===== config.mk =====
export PLATFORM = sky130hd
export DESIGN_NAME = mem_port_arbiter
export DESIGN_NICKNAME = d
export VERILOG_FILES = /design/src/rtl/arb_pkg.sv /design/src/rtl/arb_starve_counter.sv /design/src/rtl/mem_port_arbiter.sv
export SDC_FILE = /design/constraint.sdc
export NUM_CORES = 1
export LEC_CHECK = 0
export BUFFER_PORTS_ARGS = -buffer_cell sky130_fd_sc_hd__buf_2
export CORE_AREA = 4 4 202 204
export DETAILED_ROUTE_END_ITERATION = 8
export DIE_AREA = 0 0 206 208
export SETUP_SLACK_MARGIN = 0.02
export SKIP_LAST_GASP = 1
export SLEW_MARGIN = 20
export SYNTH_ARGS = -nofsm -noshare
export SYNTH_HDL_FRONTEND = slang
export SYNTH_SLANG_ARGS = --single-unit

===== constraint.sdc =====
create_clock -name clock -period 2.85 [get_ports clock]
set_input_delay 0.285 -clock clock [delete_from_list [all_inputs] [get_ports clock]]
set_output_delay 0.285 -clock clock [all_outputs]
set_load 0.01 [all_outputs]

===== src/rtl/arb_pkg.sv =====
// ---------------------------------------------------------------------------
// arb_pkg
//   Shared types and helpers for the memory port arbiter.
//   - arb_state_t : arbiter FSM states (IDLE -> ISSUE -> WAIT -> ACK)
//   - grant_t     : which requester owns the current transaction
//   - lat_cnt_w() : width of the read-latency wait counter for a given MEM_LAT
//   - LAT_CNT_W   : counter width for the default MEM_LAT of 2
// ---------------------------------------------------------------------------
package arb_pkg;

  typedef enum logic [1:0] {
    IDLE  = 2'd0,
    ISSUE = 2'd1,
    WAIT  = 2'd2,
    ACK   = 2'd3
  } arb_state_t;

  typedef enum logic {
    GNT_I = 1'b0,
    GNT_D = 1'b1
  } grant_t;

  // Wait counter must hold MEM_LAT-1; $clog2(MEM_LAT+1) leaves headroom and
  // never collapses to a zero-width vector.
  function automatic int lat_cnt_w(input int mem_lat);
    return (mem_lat < 1) ? 1 : $clog2(mem_lat + 1);
  endfunction

  localparam int MEM_LAT_DEFAULT = 2;
  localparam int LAT_CNT_W       = $clog2(MEM_LAT_DEFAULT + 1);

endpackage


===== src/rtl/arb_starve_counter.sv =====
// ---------------------------------------------------------------------------
// arb_starve_counter
//   Saturating count of consecutive load/store grants made while a fetch
//   was waiting. The parent uses at_max to force a fetch grant.
//   Ports:
//     clock  in  1  posedge clock
//     reset  in  1  synchronous, active-low
//     inc    in  1  a D grant was made while i_req was pending
//     clr    in  1  an I grant was made (clr wins over inc)
//     at_max out 1  count has reached STARVE_MAX
// ---------------------------------------------------------------------------
module arb_starve_counter #(
  parameter int STARVE_MAX = 4,
  parameter int CNT_W      = $clog2(STARVE_MAX + 1)
) (
  input  logic clock,
  input  logic reset,
  input  logic inc,
  input  logic clr,
  output logic at_max
);

  localparam logic [CNT_W-1:0] CNT_MAX = CNT_W'(STARVE_MAX);
  localparam logic [CNT_W-1:0] CNT_ONE = CNT_W'(1);

  logic [CNT_W-1:0] cnt_d;
  logic [CNT_W-1:0] cnt_q;

  // Next count: clear on a fetch grant, otherwise count up and stick at max.
  always_comb begin
    cnt_d = cnt_q;
    if (clr) begin
      cnt_d = '0;
    end else if (inc && (cnt_q != CNT_MAX)) begin
      cnt_d = cnt_q + CNT_ONE;
    end
  end

  always_ff @(posedge clock) begin
    if (!reset) begin
      cnt_q <= '0;
    end else begin
      cnt_q <= cnt_d;
    end
  end

  assign at_max = (cnt_q == CNT_MAX);

endmodule


===== src/rtl/mem_port_arbiter.sv =====
// ---------------------------------------------------------------------------
// mem_port_arbiter
//   Shares one single-port memory between the fetch port (I) and the
//   load/store port (D). One transaction at a time: grant in IDLE, strobe
//   the memory in ISSUE, wait out the read latency in WAIT, then pulse the
//   owner's ack with registered data in ACK. D wins ties unless the fetch
//   port has been passed over STARVE_MAX times in a row.
//   Ports:
//     clock, reset              posedge clock, synchronous active-low reset
//     i_req/i_addr              fetch request (held until i_ack)
//     i_rdata/i_ack             fetched word, one-cycle completion pulse
//     d_req/d_we/d_addr/d_wdata load/store request (held until d_ack)
//     d_rdata/d_ack             load data (0 for stores), completion pulse
//     mem_en/mem_we             memory strobe (1 cycle) and write enable
//     mem_addr/mem_wdata        latched address and store data
//     mem_rdata                 memory read data, MEM_LAT after mem_en
//     busy                      high whenever the FSM is not in IDLE
//   All outputs are registered.
// ---------------------------------------------------------------------------
module mem_port_arbiter
  import arb_pkg::*;
#(
  parameter int ADDR_W     = 64,
  parameter int DATA_W     = 64,
  parameter int MEM_LAT    = 2,
  parameter int STARVE_MAX = 4
) (
  input  logic              clock,
  input  logic              reset,
  input  logic              i_req,
  input  logic [ADDR_W-1:0] i_addr,
  output logic [DATA_W-1:0] i_rdata,
  output logic              i_ack,
  input  logic              d_req,
  input  logic              d_we,
  input  logic [ADDR_W-1:0] d_addr,
  input  logic [DATA_W-1:0] d_wdata,
  output logic [DATA_W-1:0] d_rdata,
  output logic              d_ack,
  output logic              mem_en,
  output logic              mem_we,
  output logic [ADDR_W-1:0] mem_addr,
  output logic [DATA_W-1:0] mem_wdata,
  input  logic [DATA_W-1:0] mem_rdata,
  output logic              busy
);

  localparam int                   CNT_W    = lat_cnt_w(MEM_LAT);
  localparam logic [CNT_W-1:0]     LAT_LOAD = CNT_W'(MEM_LAT - 1);
  localparam logic [CNT_W-1:0]     LAT_ONE  = CNT_W'(1);

  arb_state_t        state_d,     state_q;
  grant_t            grant_d,     grant_q;
  logic              we_d,        we_q;
  logic [CNT_W-1:0]  wait_cnt_d,  wait_cnt_q;
  logic [DATA_W-1:0] i_rdata_d,   i_rdata_q;
  logic              i_ack_d,     i_ack_q;
  logic [DATA_W-1:0] d_rdata_d,   d_rdata_q;
  logic              d_ack_d,     d_ack_q;
  logic              mem_en_d,    mem_en_q;
  logic              mem_we_d,    mem_we_q;
  logic [ADDR_W-1:0] mem_addr_d,  mem_addr_q;
  logic [DATA_W-1:0] mem_wdata_d, mem_wdata_q;
  logic              busy_d,      busy_q;

  logic   capture;
  logic   starve_inc;
  logic   starve_clr;
  logic   starve_at_max;
  grant_t grant_sel;

  arb_starve_counter #(
    .STARVE_MAX (STARVE_MAX)
  ) u_starve (
    .clock  (clock),
    .reset  (reset),
    .inc    (starve_inc),
    .clr    (starve_clr),
    .at_max (starve_at_max)
  );

  // Next-state and next-output logic. Strobes (mem_en, mem_we, acks) default
  // low so they last exactly one cycle; everything else holds. capture marks
  // the edge on which mem_rdata is valid and gets steered to the owner.
  always_comb begin
    state_d     = state_q;
    grant_d     = grant_q;
    we_d        = we_q;
    wait_cnt_d  = wait_cnt_q;
    i_rdata_d   = i_rdata_q;
    d_rdata_d   = d_rdata_q;
    mem_addr_d  = mem_addr_q;
    mem_wdata_d = mem_wdata_q;
    i_ack_d     = 1'b0;
    d_ack_d     = 1'b0;
    mem_en_d    = 1'b0;
    mem_we_d    = 1'b0;
    capture     = 1'b0;
    starve_inc  = 1'b0;
    starve_clr  = 1'b0;
    grant_sel   = GNT_I;

    case (state_q)
      IDLE: begin
        if (d_req || i_req) begin
          // D has priority except when the fetch port has been starved.
          grant_sel = (d_req && !(i_req && starve_at_max)) ? GNT_D : GNT_I;
          grant_d   = grant_sel;
          mem_en_d  = 1'b1;
          state_d   = ISSUE;
          if (grant_sel == GNT_D) begin
            we_d        = d_we;
            mem_we_d    = d_we;
            mem_addr_d  = d_addr;
            mem_wdata_d = d_wdata;
            starve_inc  = i_req;
          end else begin
            we_d        = 1'b0;
            mem_addr_d  = i_addr;
            mem_wdata_d = '0;
            starve_clr  = 1'b1;
          end
        end
      end
      ISSUE: begin
        wait_cnt_d = LAT_LOAD;
        // A one-cycle memory has its data ready right after the strobe.
        if (MEM_LAT <= 1) begin
          capture = 1'b1;
          state_d = ACK;
        end else begin
          state_d = WAIT;
        end
      end
      WAIT: begin
        wait_cnt_d = wait_cnt_q - LAT_ONE;
        if (wait_cnt_q <= LAT_ONE) begin
          wait_cnt_d = '0;
          capture    = 1'b1;
          state_d    = ACK;
        end
      end
      ACK: begin
        i_rdata_d = '0;
        d_rdata_d = '0;
        state_d   = IDLE;
      end
      default: begin
        state_d = IDLE;
      end
    endcase

    // Steer the returned word to whichever port owns this transaction.
    if (capture) begin
      if (grant_q == GNT_D) begin
        d_ack_d   = 1'b1;
        d_rdata_d = we_q ? '0 : mem_rdata;
      end else begin
        i_ack_d   = 1'b1;
        i_rdata_d = mem_rdata;
      end
    end

    busy_d = (state_d != IDLE);
  end

  // State and output registers; reset drops any in-flight transaction.
  always_ff @(posedge clock) begin
    if (!reset) begin
      state_q     <= IDLE;
      grant_q     <= GNT_I;
      we_q        <= 1'b0;
      wait_cnt_q  <= '0;
      i_rdata_q   <= '0;
      i_ack_q     <= 1'b0;
      d_rdata_q   <= '0;
      d_ack_q     <= 1'b0;
      mem_en_q    <= 1'b0;
      mem_we_q    <= 1'b0;
      mem_addr_q  <= '0;
      mem_wdata_q <= '0;
      busy_q      <= 1'b0;
    end else begin
      state_q     <= state_d;
      grant_q     <= grant_d;
      we_q        <= we_d;
      wait_cnt_q  <= wait_cnt_d;
      i_rdata_q   <= i_rdata_d;
      i_ack_q     <= i_ack_d;
      d_rdata_q   <= d_rdata_d;
      d_ack_q     <= d_ack_d;
      mem_en_q    <= mem_en_d;
      mem_we_q    <= mem_we_d;
      mem_addr_q  <= mem_addr_d;
      mem_wdata_q <= mem_wdata_d;
      busy_q      <= busy_d;
    end
  end

  assign i_rdata   = i_rdata_q;
  assign i_ack     = i_ack_q;
  assign d_rdata   = d_rdata_q;
  assign d_ack     = d_ack_q;
  assign mem_en    = mem_en_q;
  assign mem_we    = mem_we_q;
  assign mem_addr  = mem_addr_q;
  assign mem_wdata = mem_wdata_q;
  assign busy      = busy_q;

endmodule


==> flow_metrics.tcl <==
set metrics [dict create \
    pwr-share-seq 0.405 \
    relSlewSlack 0.453 \
    critical_path.max_fanout 41 \
    grt.total_usage 0.166 \
    rsz0062_at_grt "no" \
    cts-root-buf "clkbuf_16" \
    finalHoldViolCount 0 \
    cts.sinks 270 \
    drv_slew 0 \
    syn-num-nets 1217 \
    clkLatencyLatePin_ns 0.57 \
    synth-edff-count 0 \
    initial_core_util 0.247 \
    cap_violations 0 \
    start_kind "flop" \
    post_cts_buffers 0 \
    firstDrtPassIters 6 \
    grt_pass1_wl_um 59100 \
    area_growth_pct 62.8 \
    min_from "i_addr[63]" \
    vdd_ir_drop_max_v 0.000451 \
    outcome "finished, final reports clean" \
    grt_max_degree 111 \
    setup_viol 0 \
    synth_warnings 0 \
    final_nets 1889 \
    dpl_cell_area_um2 12800 \
    async_reset_ff_frac 0 \
    multi_input_area_um2 3730 \
    cts_buffer_depth 3 \
    vias 10800 \
    power_frac_clock 0.343 \
    routed_via_density 4.99 \
    min_period_ns 2.50 \
    switching_share 0.302 \
    leakagePower_nw 7.12 \
    cts_tree "built" \
    hold_class "input port to flop" \
    syn-mean-instance-area_um2 10.2 \
    reg2reg_from "state_q[0]" \
    holdPathEnd "mem_addr[63]" \
    drt-total-wl_um 38800 \
    antenna_found_initial 2 \
    reg2reg_slack_ns 0.35 \
    cts_htree_levels 1 \
    yosys_register_bits 270 \
    fin_area_um2 15800 \
    netlist_area_um2 9720 \
    finalCritPeriodShare 0.877 \
    critical_path_class "flop to flop" \
    portBuffers 521 \
    combPwrFrac 0.252 \
    yosysSeqAreaShare 0.556 \
    internal-power_w 0.00766 \
    yosysTopAreaCellShare 0.556 \
    hpwl_um 25100 \
    post-place-ws_ns 0.877 \
    drive_gt1_frac 0.363 \
    path_clk_slew_ns 0.06 \
    final.setup.tns_ns 0 \
    wl_per_cell_um 17.9 \
    rr_endpoint "mem_addr[48]" \
    io_pins 522 \
    gp_congestion 0.853 \
    fp.dieW_um 206 \
    yosysMostFrequentCell "dfxtp_1" \
    ys_top_cells_by_area "dfxtp_1, a32oi_1, a22o_1" \
    n_fill_cell 3801 \
    yosysTopAreaCell "dfxtp_1" \
    critPathArrivalTime_ns 3.00 \
    grt_pass1_vias 10800 \
    die_h_um 208 \
    synth_common_cells "dfxtp_1, a32oi_1, nor2_1" \
    grt_overflow 0 \
    endpoint_kind "flop" \
    regArea_um2 5410 \
    synth_cell_types 34 \
    fmaxAchievable_mhz 400 \
    drt_iter0_markers 1127 \
    dieArea_um2 42800 \
    synthFlopType "dfxtp_1" \
    drc 0 \
    min_delay_path_depth 3 \
    required_ns 3.35 \
    ant_nets 0 \
    power_density_nw_per_um2 694 \
    fin_skew_ns 0.0189 \
    coreArea_um2 39300 \
    worst_slack_ns 0.349 \
    r2r_cells 7 \
    switching_power_w 0.00332 \
    row_count 73 \
    tightestPinTransition_ns 0.818 \
    numCtsBuffers 30 \
    synthCells 951 \
]
-- worst max path at each step --
stage	cells past startpoint	slack (ns)	from	end
3_3_place_gp	6	0.96	state_q[0]	mem_wdata[35]
5_1_grt	7	0.15	state_q[0]	mem_addr[48]
4_1_cts	7	0.39	state_q[0]	mem_addr[53]
3_5_place_dp	6	0.88	state_q[0]	mem_wdata[43]
2_1_floorplan	8	1.24	state_q[0]	mem_addr[37]
6_report	7	0.35	state_q[0]	mem_addr[48]
-- power by group through the flow --
stage / Sequential [W] / Clock [W] / Combinational (W)
after CTS: 0.00444 / 0.00388 / 0.00274
after global placement: 0.00451 / 0 / 0.00244
after detailed placement: 0.00451 / 0 / 0.00246
final: 0.00445 / 0.00377 / 0.00276
after global routing: 0.00449 / 0.00401 / 0.00299
after floorplan: 0.00470 / 0 / 0.00126
-- state kept, by name (all words and copies together) (netlist names) --
register        count
u_starve.cnt_q      3
mem_addr           64
state_q             2
d_rdata            64
mem_en              1
wait_cnt_q          2
we_q                1
d_ack               1
grant_q             1
mem_wdata          64
i_rdata            64
mem_we              1
busy                1
i_ack               1
-- placed cells by master, fill, tap and decap left out, types with 5 or more instances in the layout --
| cell type | n |
|---|---|
| a22o_1 | 63 |
| buf_2 | 521 |
| inv_1 | 6 |
| nor2_1 | 130 |
| a32oi_1 | 192 |
| buf_4 | 10 |
| a21oi_1 | 70 |
| ha_1 | 5 |
| nand3_1 | 66 |
| nand2_1 | 7 |
| clkbuf_16 | 30 |
| dlygate4sd3_1 | 210 |
| buf_12 | 12 |
| clkbuf_8 | 5 |
| clkbuf_1 | 7 |
| dfxtp_1 | 270 |
-- cells by family after synthesis --
logic type,share of synthesized area
compound gates,0.274
fa+ha+maj,0.00644
buf+inv,0.0626
flops,0.556
simple gates,0.101
-- final cells by class --
| cell class | count | area share |
|---|---|---|
| Antenna cell | 1 | 0.000158 |
| Clock buffer | 42 | 0.0535 |
| Clock inverter | 6 | 0.00688 |
| Inverter | 8 | 0.00222 |
| Multi-Input combinational cell | 560 | 0.236 |
| Sequential cell | 270 | 0.342 |
| Tap cell | 525 | 0.0415 |
| Timing Repair Buffer | 753 | 0.318 |
-- worst max-delay path, cell delays in order, from the launching register on --
cell and delay [ns]:
dfxtp_1 0.33, inv_1 0.09, ha_1 0.32, and2_4 0.54, buf_12 0.26, nand3_1 0.09
a21oi_1 0.17, dlygate4sd3_1 0.57
-- layer usage --
metal | global-route usage | part of all wire | vias up
met1 | 0.197 | 0.38 | 5193
li1 | - | - | 5004
met3 | 0.0312 | 0.074 | 121
met5 | 0 | 0 | -
met4 | 0.0773 | 0.047 | 0
met2 | 0.290 | 0.49 | 480
-- metrics by stage --
step	util	hold slack [ns]	power, W	std cells
2_1_floorplan	-	0.402	0.00595	951
3_3_place_gp	0.325	0.445	0.00695	1906
3_5_place_dp	0.325	0.451	0.00697	1906
4_1_cts	0.403	0.000850	0.0111	2164
5_1_grt	0.403	0.0134	0.0115	2165
6_report	0.403	0.0313	0.0110	2165
-- what timing repair did --
| item | 4_1_cts | 5_1_grt |
|---|---|---|
| endpoints found under the hold margin | 250 | 0 |
| endpoints found under the setup margin | 0 | 0 |
| hold buffers | 210 | 0 |
| resized for setup | 0 | 0 |
Note: power is estimated with default switching activity, not from simulation.
